**src/rtl/dcache_access_ctrl_pkg.sv**
```systemverilog
// Shared definitions for the data-cache access controller:
// opcodes and the 3-bit FSM state encoding.
package dcache_access_ctrl_pkg;

    localparam logic [5:0] OP_LW = 6'd5;
    localparam logic [5:0] OP_SW = 6'd6;

    typedef enum logic [2:0] {
        S_IDLE   = 3'd0,
        S_SETUP  = 3'd1,
        S_STROBE = 3'd2,
        S_HOLD   = 3'd3,
        S_RESP   = 3'd4
    } state_t;

endpackage

```
**src/rtl/dcache_access_ctrl_strobe_timer.sv**
```systemverilog
// Phase timer: counts 0..last while enabled, raises done on
// the final count and clears itself for the next phase.
module dcache_access_ctrl_strobe_timer #(
    parameter int W = 1
) (
    input  logic         clk,
    input  logic         reset,
    input  logic         en,
    input  logic [W-1:0] last,
    output logic         done
);

    logic [W-1:0] cnt;

    assign done = en && (cnt == last);

    always_ff @(posedge clk) begin
        if (reset || !en || done)
            cnt <= '0;
        else
            cnt <= cnt + W'(1);
    end

endmodule

```
**src/rtl/dcache_access_ctrl.sv**
```systemverilog
// Strobe-driven data-memory initiator for lw/sw requests.
// Optional ACCESS_COUNT_EN adds rd_count/wr_count outputs.
module dcache_access_ctrl
    import dcache_access_ctrl_pkg::*;
#(
    parameter int ADDR_W     = 32,
    parameter int DATA_W     = 32,
    parameter int STROBE_CYC = 1,
    parameter int SETTLE_CYC = 1
`ifdef ACCESS_COUNT_EN
    ,
    parameter int CNT_W      = 16
`endif
) (
    input  logic              clk,
    input  logic              reset,
    input  logic              req_valid,
    output logic              req_ready,
    input  logic [5:0]        req_opcode,
    input  logic [ADDR_W-1:0] req_addr,
    input  logic [DATA_W-1:0] req_wdata,
    output logic              resp_valid,
    input  logic              resp_ready,
    output logic [DATA_W-1:0] resp_data,
    output logic              resp_err,
    output logic              mem_read,
    output logic              mem_write,
    output logic [ADDR_W-1:0] mem_addr,
    output logic [DATA_W-1:0] mem_wdata,
    input  logic [DATA_W-1:0] mem_rdata
`ifdef ACCESS_COUNT_EN
    ,
    output logic [CNT_W-1:0]  rd_count,
    output logic [CNT_W-1:0]  wr_count
`endif
);

    localparam int TMAX = (STROBE_CYC > SETTLE_CYC) ? STROBE_CYC : SETTLE_CYC;
    localparam int TW   = $clog2(TMAX) + 1;

    state_t        state_q, state_n;
    logic          is_sw_q;
    logic          op_lw, op_sw, accept;
    logic          tmr_en, tmr_done;
    logic [TW-1:0] tmr_last;

    assign req_ready = (state_q == S_IDLE);
    assign accept    = req_valid && req_ready;

    always_comb begin
        op_lw = 1'b0;
        op_sw = 1'b0;
        unique case (1'b1)
            (req_opcode == OP_LW): op_lw = 1'b1;
            (req_opcode == OP_SW): op_sw = 1'b1;
            default: ;
        endcase
    end

    always_comb begin
        state_n  = state_q;
        tmr_en   = 1'b0;
        tmr_last = '0;
        unique case (state_q)
            S_IDLE:
                if (accept)
                    state_n = (op_lw || op_sw) ? S_SETUP : S_RESP;
            S_SETUP:
                state_n = S_STROBE;
            S_STROBE: begin
                tmr_en   = 1'b1;
                tmr_last = TW'(STROBE_CYC - 1);
                if (tmr_done) state_n = S_HOLD;
            end
            S_HOLD: begin
                tmr_en   = 1'b1;
                tmr_last = TW'(SETTLE_CYC - 1);
                if (tmr_done) state_n = S_RESP;
            end
            S_RESP:
                if (resp_valid && resp_ready) state_n = S_IDLE;
            default:
                state_n = S_IDLE;
        endcase
    end

    dcache_access_ctrl_strobe_timer #(.W(TW)) u_timer (
        .clk   (clk),
        .reset (reset),
        .en    (tmr_en),
        .last  (tmr_last),
        .done  (tmr_done)
    );

    // Strobes are decoded from the next state so they leave a flop.
    always_ff @(posedge clk) begin
        if (reset) begin
            state_q    <= S_IDLE;
            is_sw_q    <= 1'b0;
            resp_valid <= 1'b0;
            resp_err   <= 1'b0;
            resp_data  <= '0;
            mem_read   <= 1'b0;
            mem_write  <= 1'b0;
            mem_addr   <= '0;
            mem_wdata  <= '0;
        end else begin
            state_q    <= state_n;
            resp_valid <= (state_n == S_RESP);
            mem_read   <= (state_n == S_STROBE) && !is_sw_q;
            mem_write  <= (state_n == S_STROBE) && is_sw_q;
            if (accept) begin
                mem_addr  <= req_addr;
                mem_wdata <= op_sw ? req_wdata : '0;
                is_sw_q   <= op_sw;
                resp_err  <= !(op_lw || op_sw);
                resp_data <= '0;
            end
            if (state_q == S_HOLD && tmr_done && !is_sw_q)
                resp_data <= mem_rdata;
        end
    end

`ifdef ACCESS_COUNT_EN
    always_ff @(posedge clk) begin
        if (reset) begin
            rd_count <= '0;
            wr_count <= '0;
        end else if (state_q == S_SETUP) begin
            if (is_sw_q) wr_count <= wr_count + CNT_W'(1);
            else         rd_count <= rd_count + CNT_W'(1);
        end
    end
`endif

endmodule

```
**config.mk**
```make
export PLATFORM = sky130hd
export DESIGN_NAME = dcache_access_ctrl
export DESIGN_NICKNAME = d
export VERILOG_FILES = /design/src/rtl/dcache_access_ctrl_pkg.sv /design/src/rtl/dcache_access_ctrl_strobe_timer.sv /design/src/rtl/dcache_access_ctrl.sv
export SDC_FILE = /design/constraint.sdc
export NUM_CORES = 1
export LEC_CHECK = 0
export ABC_AREA = 1
export ABC_CLOCK_PERIOD_IN_PS = 3350
export CORE_MARGIN = 2
export CORE_UTILIZATION = 41
export DETAILED_ROUTE_END_ITERATION = 7
export GPL_ROUTABILITY_DRIVEN = 0
export PLACE_DENSITY_LB_ADDON = 0.25
export SYNTH_ARGS = -nofsm -noshare
export SYNTH_HDL_FRONTEND = slang
export SYNTH_SLANG_ARGS = --single-unit
```
**constraint.sdc**
```tcl
create_clock -name clk -period 3.35 [get_ports clk]
set_input_delay 0.335 -clock clk [delete_from_list [all_inputs] [get_ports clk]]
set_output_delay 0.335 -clock clk [all_outputs]
set_load 0.01 [all_outputs]
```
Yosys cells after proc, flatten, opt, wreduce, memory -nomap -nowiden
Cells that the tools add are included.
- bits in registers: 105
- bits of input ports: 106
- output and inout bits: 101
- word-level logic and storage cells: 48
- add/sub/neg operators: 1
- equal/unequal tests: 8
- muxes and demuxes: 12
- bitwise gates (word level): 1
- reduce and logical (&&, ||, !) cells: 16
- operators by type and width (kind ; number):
    2-to-1 mux 32 bit ; 3
    2-to-1 mux 3 bit ; 5
    one-hot mux 3 bit (5 select lines) ; 1
    equality test 6 x 3 -> 1 bit (second input constant) ; 2
    equality test 3 x 2 -> 1 bit (second input constant) ; 3
    logical AND 1 bit ; 7
    equality test 3 bit (second input constant) ; 2
    equality test 3 x 1 -> 1 bit (second input constant) ; 1
    zero test 1 bit ; 3
    zero test 3 bit ; 1
    logical OR 1 bit ; 3
    2-to-1 mux 1 bit ; 3
    nonzero test 2 bit ; 1
    OR reduction 2 bit ; 1
    adder 1 bit (second input constant) ; 1
    NOT 1 bit ; 1

Depth between registers and ports, before layout
- word-level depth: 8
- mapped depth: 7
- mapped depth without buffers: 6

Hierarchy
Synthesis repeated with hierarchy kept, for this count alone.
- cells, all modules: 494
- area total of the unflattened synthesis: 3942.5 µm²
- modules (own cells, without submodules) (module ; instances ; cells each ; area an instance (µm²) ; seq. area each (µm²)):
    dcache_access_ctrl ; 1 ; 486 ; 3895.0 ; 2082.0
    dcache_access_ctrl_strobe_timer ; 1 ; 8 ; 47.5 ; 20.0

Worst setup path after synthesis
Ideal clock, no wire load.
- path type: register to register
- from: register state_q[0]
- to: register resp_data[27]
- library setup time: 0.132 ns
- arrival time: 1.077 ns
- data required time: 3.218 ns
- slack: 2.140 ns
- stages on the path, launching flop included: 7
- buffers on the path: 1
- period minus slack after synthesis: 1.210 ns
- cell sequence: dfxtp_1 nand2_1 nor2_2 nand3_1 buf_2 nand3_1 a21oi_1
- longest elaborated chain between the ends: 7
- elaborated cells on any way between the ends: 11
- classes of those cells: 2 x eq/ne; 2 x mux; 7 x reduce/logical
- ends and longest elaborated chain (what ; RTL line ; text):
    start: declaration ; dcache_access_ctrl.sv:41 ; state_t state_q, state_n;
    start signal: assignment ; dcache_access_ctrl.sv:108 ; state_q <= state_n;
    equality test 3 x 2 -> 1 bit, on equally long branches ; dcache_access_ctrl.sv:64, dcache_access_ctrl.sv:119 ;
    OR reduction 2 bit (no line) ; - ;
    2-to-1 mux 1 bit ; dcache_access_ctrl.sv:64 ; unique case (state_q)
    logical AND 1 bit ; dcache_access_ctrl_strobe_timer.sv:15 ; assign done = en && (cnt == last);
    logical AND 1 bit (2 in a row) ; dcache_access_ctrl.sv:119 ; if (state_q == S_HOLD && tmr_done && !is_sw_q)
    2-to-1 mux 32 bit or nonzero test 2 bit (tied branches) ; - ;
    end signal: assignment ; dcache_access_ctrl.sv:120 ; resp_data <= mem_rdata;
    end: declaration ; dcache_access_ctrl.sv:24 ; output logic [DATA_W-1:0] resp_data,
Parallel ways exist; a longest one is shown, timed or not.
A chain may end at the register's enable or synchronous reset.

Final worst setup path
- from: register state_q[2]
- to: register mem_wdata[22]
- longest elaborated chain between the ends: 2
- ends and longest elaborated chain (what ; RTL line ; text):
    zero test 3 bit ; dcache_access_ctrl.sv:47 ; assign req_ready = (state_q == S_IDLE);
    logical AND 1 bit ; dcache_access_ctrl.sv:48 ; assign accept = req_valid && req_ready;
    end signal: assignment ; dcache_access_ctrl.sv:114 ; mem_wdata <= op_sw ? req_wdata : '0;
    end: declaration ; dcache_access_ctrl.sv:29 ; output logic [DATA_W-1:0] mem_wdata,
No other way between the ends.

==> flow_metrics.env <==
export IMPL_outcome="finished, final reports clean"
export IMPL_cts_buffers=9
export IMPL_netlist_cell_type_count=19
export IMPL_power_leakage_nw=2.11
export IMPL_ys_seq_elements=105
export IMPL_grt_pass1_vias=3917
export IMPL_grt_start_max_net_pins=68
export IMPL_worstPathCellList="inv_2, nand3_4, buf_4, nand2_1, a21oi_1"
export IMPL_cts_root_buffer_cell="clkbuf_8"
export IMPL_critical_path_slowest_cell="nand3_4"
export IMPL_start_util_pct=42.3
export IMPL_route_detailed_drc=0
export IMPL_worst_r2r_path_depth=5
export IMPL_crit_type="reg -> reg"
export IMPL_synthesis_area_um2=3910
export IMPL_ys_top_cells_by_area="dfxtp_1 (54%), a21oi_1 (13%), nand2_1 (11%)"
export IMPL_h_tree_depth=3
export IMPL_finalCritPeriodShare_pct=61.5
export IMPL_nets=775
export IMPL_synth_avg_cell_area_um2=8.03
export IMPL_worstHoldEndpoint="mem_read"
export IMPL_hpwl_um=8140
export IMPL_drive_gt1_share_pct=4.45
export IMPL_finalNonFillerCells=803
export IMPL_power_w=0.00246
export IMPL_reg2reg_slack_ns=1.29
export IMPL_max_stage_delay_ns=0.58
export IMPL_setup_tns_ns=0
export IMPL_clock_sinks=105
export IMPL_multi_input_area_um2=1570
export IMPL_rr_startpoint="state_q[2]"
export IMPL_postLayoutCellArea_um2=6210
export IMPL_cts_tree="done"
export IMPL_timing_critical_path_buf_inv=2
export IMPL_yosysTopAreaCellShare_pct=53.8
export IMPL_nFillCells=775
export IMPL_ir_drop_v=0.000205
export IMPL_worstMarginPinSlew_ns=0.823
export IMPL_track_usage_pct=22.0
export IMPL_numPortBuffers=206
export IMPL_final_hold_violation_count=0
export IMPL_worstSetupStartpointType="flip-flop"
export IMPL_first_pass_iters=5
export IMPL_drtAntennaViolNets=0
export IMPL_maxCapViolCount=0
export IMPL_syn_inst=487
export IMPL_power_density_nw_per_um2=396
export IMPL_timing_fmax_mhz=485
export IMPL_setup_viol=0
export IMPL_routed_wl_um=11800
export IMPL_post_dp_cell_area_um2=6000
export IMPL_vias=4101
export IMPL_dp_cells=787
export IMPL_detail_route_wl_per_cell_um=14.7
export IMPL_maxSlewViolCount=0
export IMPL_max_slew_margin_pct=45.0
export IMPL_hold_buffers=0
export IMPL_path_delay_family="buffers and inverters"
export IMPL_arrival_ns=2.26
export IMPL_clock_path_buffers=2
export IMPL_die_y_um=102
export IMPL_synth_top_area_cell="dfxtp_1"
export IMPL_seq_area_frac_synth_pct=53.8
export IMPL_skew_ns=0.00857
export IMPL_num_rows=35
export IMPL_rsz0062_at_grt="false"
export IMPL_antennaDiodeCount=0
export IMPL_required_ns=3.55
export IMPL_hold_start="is_sw_q"
export IMPL_cp_max_fo=65
export IMPL_synthToLayoutAreaGrowth_pct=58.8
export IMPL_r2r_end="mem_wdata[22]"
export IMPL_core_area_um2=9240
export IMPL_antenna_found_initial=0
export IMPL_postCtsSetupBuffers=0
export IMPL_grt_remaining_overflow=0
export IMPL_crit_path_end_kind="flip-flop"
export IMPL_hold_path_depth=1
export IMPL_die_x_um=102
export IMPL_ios=207
export IMPL_synth_fp_nets=593
export IMPL_clkSlewWorstSetupHoldPaths_ns=0.09
export IMPL_detail_route_vias_per_cell=5.11
export IMPL_ys_warn_count=0
export IMPL_cts_resized_gates=0
export IMPL_die_area_um2=10300
export IMPL_hold_path_class="reg -> reg"
export IMPL_regArea_um2=2100
export IMPL_clk_latency_ns=0.35
export IMPL_min_period_ns=2.06
export IMPL_grt_pass1_wl_um=18400
export IMPL_drt_initial_drc_count=112
-- final cells by class --
class                           count  share of cell area, %
Clock buffer                       12                   2.50
Multi-Input combinational cell    328                   25.2
Sequential cell                   105                   33.9
Tap cell                          129                   2.60
Inverter                           11                  0.665
Clock inverter                      4                  0.826
Timing Repair Buffer              214                   34.3
-- cells in the final DEF (no fill, tap or decap), drive strengths merged --
master / synthesis / layout
nand2: 110 / 110
clkbuf: 24 / 12
clkinvlp: 0 / 1
buf: 19 / 9
clkinv: 1 / 3
clkdlybuf4s50: 0 / 205
dfxtp: 105 / 105
inv: 10 / 10
bufinv: 0 / 1
o21ai: 1 / 1
conb: 1 / 1
nand3: 71 / 71
a21oi: 101 / 101
xnor2: 1 / 1
nor2: 11 / 11
nand4: 32 / 32
-- Yosys cell counts --
library cell,instances
dfxtp_1,105
clkinv_1,1
clkbuf_1,24
buf_2,13
o21ai_0,1
nand2_1,110
nor2_4,1
nor2_2,2
a21oi_1,101
conb_1,1
xnor2_1,1
buf_6,4
nand3_1,70
nand4_1,32
buf_4,2
nor2_1,8
inv_2,1
nand3_2,1
inv_1,9
-- through the flow --
| step | hold slack [ns] | util, % | setup WS [ns] |
|---|---|---|---|
| detailed placement | 0.437 | 65.0 | 1.05 |
| global route | 0.487 | 67.2 | 1.11 |
| CTS | 0.458 | 67.2 | 1.28 |
| global placement | 0.446 | 65.0 | 1.10 |
| floorplan | 0.417 | - | 2.14 |
| finish | 0.456 | 67.2 | 1.29 |
-- worst reg2reg max path, delay by kind of cell (launching register included) --
family                 cells  cell delay, ns
and+or+nand+nor            2            0.71
buffers and inverters      2            0.78
AOI/OAI and AO/OA          1            0.08
DFF                        1            0.35
-- flip-flops by register name, indices dropped and copies added, names as in the netlist --
name / cells
is_sw_q: 1
mem_write: 1
resp_valid: 1
state_q: 3
resp_err: 1
mem_wdata: 32
u_timer.cnt: 1
resp_data: 32
mem_addr: 32
mem_read: 1
-- how the worst max path moves through the flow --
stage / start / to / slack, ns / cells past startpoint
after floorplan: state_q[0] / resp_data[27] / 2.14 / 6
after global placement: req_valid / mem_wdata[21] / 1.10 / 5
after detailed placement: req_valid / mem_wdata[22] / 1.05 / 5
after CTS: state_q[2] / req_ready / 1.28 / 4
after global routing: state_q[2] / mem_wdata[22] / 1.11 / 5
final: state_q[2] / mem_wdata[22] / 1.29 / 5
-- layer usage --
| layer | vias up | wire, µm | share of wire [%] | GRT usage (%) |
|---|---|---|---|---|
| met5 | - | 0 | 0 | 0 |
| met4 | 0 | 221 | 1.9 | 7.48 |
| met3 | 17 | 1060 | 9.0 | 7.25 |
| met2 | 153 | 5800 | 49 | 37.4 |
| met1 | 1912 | 4690 | 40 | 26.1 |
| li1 | 2019 | - | - | - |
-- cells by family after synthesis --
family / share of synthesized area, %
other cells: 0.0959
flops: 53.8
compound gates: 13.1
simple gates: 26.3
xor+xnor: 0.224
buf+inv: 6.56
-- report_power, final --
group          internal (W)  switching, W
clock              0.000387      0.000414
sequential          0.00128     0.0000173
combinational      0.000192      0.000168
No activity file was read; power rests on OpenSTA's default activity.
